[config.mk]
export PLATFORM = sky130hd
export DESIGN_NAME = fetch_sequencer
export DESIGN_NICKNAME = d
export VERILOG_FILES = /design/src/rtl/fetch_sequencer.sv
export SDC_FILE = /design/constraint.sdc
export NUM_CORES = 1
export LEC_CHECK = 0
export BUFFER_PORTS_ARGS = -buffer_cell sky130_fd_sc_hd__buf_2
export CAP_MARGIN = 20
export CORE_ASPECT_RATIO = 0.75
export CORE_MARGIN = 4
export CORE_UTILIZATION = 40
export CTS_CLUSTER_DIAMETER = 120
export DETAILED_ROUTE_END_ITERATION = 16
export GPL_ROUTABILITY_DRIVEN = 0
export GPL_TIMING_DRIVEN = 0
export PLACE_DENSITY = 0.78
export SYNTH_ARGS = -nofsm -noshare
export SYNTH_HDL_FRONTEND = slang
export SYNTH_SLANG_ARGS = --single-unit
export TNS_END_PERCENT = 30
[constraint.sdc]
create_clock -name clk -period 2.6 [get_ports clk]
set_input_delay 0.39 -clock clk [delete_from_list [all_inputs] [get_ports clk]]
set_output_delay 0.39 -clock clk [all_outputs]
set_load 0.01 [all_outputs]
[src/rtl/fetch_sequencer.sv]
// fetch_sequencer: owns the program counter and walks it through sequential
// fetch, redirects, exception entry and halt. It runs a req/ack handshake
// toward instruction memory and a valid/ready handshake toward decode.
module fetch_sequencer #(
    parameter int              PC_W       = 13,
    parameter logic [PC_W-1:0] RESET_PC   = 'h0000,
    parameter logic [PC_W-1:0] EXC_VECTOR = 'h0180,
    parameter int              TIMEOUT    = 16
) (
    input  logic            clk,
    input  logic            reset,
    output logic            imem_req,
    output logic [PC_W-1:0] imem_addr,
    input  logic            imem_ack,
    input  logic [31:0]     imem_rdata,
    output logic            inst_valid,
    output logic [31:0]     inst,
    output logic [PC_W-1:0] inst_pc,
    input  logic            inst_ready,
    input  logic            redirect_valid,
    input  logic [PC_W-1:0] redirect_pc,
    input  logic            exc,
    input  logic            halt,
    output logic            fetch_err,
    output logic [PC_W-1:0] pc
);

    localparam int CNT_W = $clog2(TIMEOUT + 1);

    typedef enum logic [1:0] {
        S_REQ,
        S_VALID,
        S_HALTED
    } state_t;

    state_t           state, state_next;
    logic [CNT_W-1:0] cnt, cnt_next;
    logic [PC_W-1:0]  pc_next, inst_pc_next;
    logic [31:0]      inst_next;
    logic             valid_next, err_next, req_next, timeout_hit;

    assign imem_addr = pc;

    // Ack is only honoured while the registered request is actually high, so the
    // idle cycle right after reset neither accepts data nor counts toward timeout.
    assign timeout_hit = (state == S_REQ) && imem_req && !imem_ack &&
                         (cnt == CNT_W'(TIMEOUT - 1));

    // Next-state and next-output logic, priority exc > timeout > redirect > normal.
    always_comb begin
        state_next   = state;
        pc_next      = pc;
        cnt_next     = cnt;
        inst_next    = inst;
        inst_pc_next = inst_pc;
        valid_next   = inst_valid;
        err_next     = 1'b0;
        if (exc) begin
            pc_next    = EXC_VECTOR;
            valid_next = 1'b0;
            cnt_next   = '0;
            state_next = S_REQ;
        end else if (timeout_hit) begin
            err_next   = 1'b1;
            pc_next    = EXC_VECTOR;
            cnt_next   = '0;
            state_next = S_REQ;
        end else if (redirect_valid) begin
            pc_next    = redirect_pc & ~PC_W'(3);
            valid_next = 1'b0;
            cnt_next   = '0;
            state_next = S_REQ;
        end else begin
            case (state)
                S_REQ: begin
                    if (imem_req) begin
                        if (imem_ack) begin
                            inst_next    = imem_rdata;
                            inst_pc_next = pc;
                            pc_next      = pc + PC_W'(4);
                            valid_next   = 1'b1;
                            cnt_next     = '0;
                            state_next   = S_VALID;
                        end else begin
                            cnt_next = cnt + CNT_W'(1);
                        end
                    end
                end
                S_VALID: begin
                    if (inst_ready) begin
                        valid_next = 1'b0;
                        state_next = halt ? S_HALTED : S_REQ;
                    end
                end
                S_HALTED: begin
                    valid_next = 1'b0;
                end
                default: begin
                    state_next = S_REQ;
                end
            endcase
        end
        req_next = (state_next == S_REQ);
    end

    // State and output registers with synchronous active-low reset.
    always_ff @(posedge clk) begin
        if (!reset) begin
            state      <= S_REQ;
            pc         <= RESET_PC;
            cnt        <= '0;
            imem_req   <= 1'b0;
            inst_valid <= 1'b0;
            inst       <= '0;
            inst_pc    <= '0;
            fetch_err  <= 1'b0;
        end else begin
            state      <= state_next;
            pc         <= pc_next;
            cnt        <= cnt_next;
            imem_req   <= req_next;
            inst_valid <= valid_next;
            inst       <= inst_next;
            inst_pc    <= inst_pc_next;
            fetch_err  <= err_next;
        end
    end

endmodule

==> key figures <==
Setup path
  – CP startpoint: cnt[0]$_SDFFE_PP0N_
  – Slowest cell on the critical path: dfxtp_1
  – Reg-to-reg critical path startpoint: cnt[0]$_SDFFE_PP0N_
  – Max FO, Critical Path: 8
  – Max incr delay on CP: 340 ps
  – WS Path Type: register to register
  – WP data arrival: 2290 ps
  – Most frequent CP cell: ha_1
  – Worst EP required: 2870 ps
  – Critical Path End Type: register
  – Crit-path cells: ha_1 -> and3_1 -> ha_1 -> nand4b_1 -> and2_1 -> clkbuf_1 -> o21ai_0 -> a21oi_1
  – Startpoint types: register

Final layout
  – Layout cells sized above 1: 33.81%
  – Area Overhead vs Synth: 32.47%
  – # diodes: 0
  – Post-layout util: 55.83%
  – # fillers: 680
  – Design area: 3905 um^2
  – Nets: 546
  – Seq. cell area: 1281 um^2
  – Multi-input logic area: 1431 um^2

Worst hold path
  – Worst Hold Launch: redirect_pc[3]
  – Hold Path Class: primary input to register

Place
  – Area after DPL: 3670 um^2
  – IO buf count: 116
  – Dpl hpwl: 5895 um

Detailed routing
  – Number of routed nets with antenna violations: 0
  – Post-Route WL: 7732 um
  – Vias/cell: 4.776
  – Routed length per instance: 13.13 um
  – Drt first pass iters: 4
  – First DRT Iteration DRCs: 140
  – Vias: 2813
  – DRC: 0

Yosys
  – Multiplexer area fraction after synthesis: 1.401%
  – Main combinational cell family by area after synthesis: simple AND/OR/NAND/NOR gates
  – Number of synthesized flops with an enable pin: 0
  – Synth Area in XOR/XNOR: 2.080%
  – Avg Inst Size Synth: 8.327 um^2
  – Yosys warns: 0
  – Post-Synth Simple-Gate Area: 22.67%
  – Post-synthesis adder-cell area fraction: 3.396%
  – Seq/Total Area, Yosys: 43.46%
  – Fraction of registers with async set/reset: 0%
  – Synth Flop Type: dfxtp_1
  – Yosys reg bits: 64
  – Mapped Cells: 354
  – Count of different cell masters after synthesis: 42
  – Compound-gate portion of the synthesized area: 18.25%
  – Netlist area before placement: 2948 um^2

Power
  – Power per Cell Area: 580.9 nW/um^2
  – Worst IR Drop VDD: 0.3121 mV
  – Static leakage: 1.773 nW
  – Total Power: 2.269 mW

Clock network
  – CTS buffer count: 9
  – Clock Root Buffer: clkbuf_8
  – Deepest clock path buffer count: 2
  – Hold-fix buffers, CTS: 0
  – Post-CTS Setup Bufs: 0
  – H-Tree Depth: 3
  – Clock Sinks: 64
  – Skew-Pair Late Insertion Delay: 340 ps
  – Clk slew on worst S/H paths: 70 ps
  – CTS tree: yes
  – Post-CTS resize count: 0

Global routing
  – GRT Total Usage: 17.40%
  – Largest net degree at the start of global routing: 12
  – Initial antenna violation count: 0
  – First-pass GRT wire length: 12140 um
  – Vias in the first global route: 2685
  – GRT overflow: 0

Run status
  – Status: finished, final reports clean

Die
  – Die width: 107.1 um
  – Die Area: 8821 um^2
  – IO Pins: 126
  – Initial Utilization: 42.15%
  – Core Area: 6994 um^2
  – Row cnt: 26
  – Die height: 82.35 um

STA
  – Hold slack final: 280.1 ps
  – Final Critical Period: 2024 ps
  – Setup violations, final: 0
  – Fin Clk Skew: 5.568 ps
  – Final Cycle Share: 77.85%
  – Slew Limit Fails: 0
  – RSZ-0062 raised after global routing: no
  – Setup_tns: 0 ps
  – FMAX: 494.0 MHz
  – Hold Vio Cnt, Final: 0

Flow run
  – Max Cap Violations: 0
stage by stage:
stage	cells	setup WS, ps
after detailed placement	573	638.5
final	589	575.9
after CTS	589	609.0
after global routing	589	460.3
after floorplan	359	946.7
after global placement	573	642.2
state kept, by name (all words and copies together), names as in the netlist:
name / flops
cnt: 5
fetch_err: 1
imem_addr: 11
imem_req: 1
inst: 32
inst_pc: 11
inst_valid: 1
state: 2
synth_stat cells, types with 2 or more instances:
cell,n,share of area [%]
a211oi_1,3,0.76
buf_2,8,1.4
nor4_1,4,0.85
a21boi_1,36,9.2
o21ai_0,10,1.7
mux2i_1,3,1.0
xnor2_1,5,1.5
nand3_1,8,1.4
nor3_1,2,0.34
clkbuf_1,7,0.89
o22ai_1,2,0.42
inv_1,6,0.76
nor2_1,12,1.5
a21oi_1,12,2.0
dfxtp_1,64,43
buf_4,22,5.6
a21boi_0,7,1.8
nand4_1,2,0.42
nor3b_1,2,0.51
or3_1,2,0.42
and3_1,3,0.64
nor2b_1,3,0.64
nand2_1,101,13
nand3b_1,2,0.51
nand2b_1,2,0.42
xor2_1,2,0.59
ha_1,8,3.4
o211a_1,2,0.68
power by group:
part / switching [mW] / leakage [nW] / internal [mW]
clock: 0.385 / 0.116 / 0.634
combinational: 0.114 / 1.14 / 0.108
sequential: 0.0249 / 0.519 / 1.00
total: 0.524 / 1.77 / 1.74
layout by cell type (no fill, tap or decap), types with 3 or more instances in the layout:
cell / instances
clkbuf_8: 9
nand2_1: 101
nor4_1: 4
a21boi_1: 36
nand3_1: 8
bufinv_16: 3
a21oi_1: 12
buf_4: 22
nor2b_1: 3
ha_1: 8
inv_1: 6
nor2_1: 12
clkbuf_1: 8
xnor2_1: 5
a211oi_1: 3
a21boi_0: 7
conb_1: 6
dfxtp_1: 64
and3_1: 3
mux2i_1: 3
o21ai_0: 10
buf_2: 124
per-layer routing:
metal / GRT usage [%] / up-vias / routed length, um
met1: 21.84 / 1279 / 3481
met2: 28.28 / 108 / 3538
met3: 6.216 / 2 / 672
met4: 5.364 / 0 / 40
met5: 0 / - / 0
li1: - / 1424 / -
worst max-delay path: cells and delay by family, from the launching register on:
kind | cells | cell delay (ps)
adder cells (fa/ha/maj) | 2 | 430
buffers and inverters | 1 | 290
AND/OR/NAND/NOR | 3 | 570
AO/OA/AOI/OAI | 2 | 320
flip-flops | 1 | 340
worst paths after layout:
| kind | to | slack, ps | cells past startpoint |
|---|---|---|---|
| hold / removal | imem_addr[3]$_SDFFE_PP0P_ | 280 | 2 |
| hold reg to reg | inst[31]$_SDFFE_PN0P_ | 450 | 2 |
| setup / recovery | imem_addr[10]$_SDFFE_PP0P_ | 580 | 8 |
| setup reg to reg | imem_addr[10]$_SDFFE_PP0P_ | 580 | 8 |
cells by family (layout without fill, tap and decap cells):
kind of cell / Yosys count / in the layout
xor gates and xnor gates: 7 / 7
buffers and inverters: 43 / 175
AOI/OAI and AO/OA: 78 / 78
muxes: 4 / 4
and+or+nand+nor: 149 / 149
DFF: 64 / 64
other: 1 / 6
adders and majority gates: 8 / 8
final cells by class:
type | instances | area share (%)
repair buffers | 116 | 14.87
clock buffers | 10 | 3.268
multi-input cells | 252 | 36.65
clock inverters | 6 | 2.756
inverters | 6 | 0.5767
well taps | 98 | 3.140
plain buffers | 37 | 5.928
flip-flops and latches | 64 | 32.81
Power figures use the tool's default switching activity.
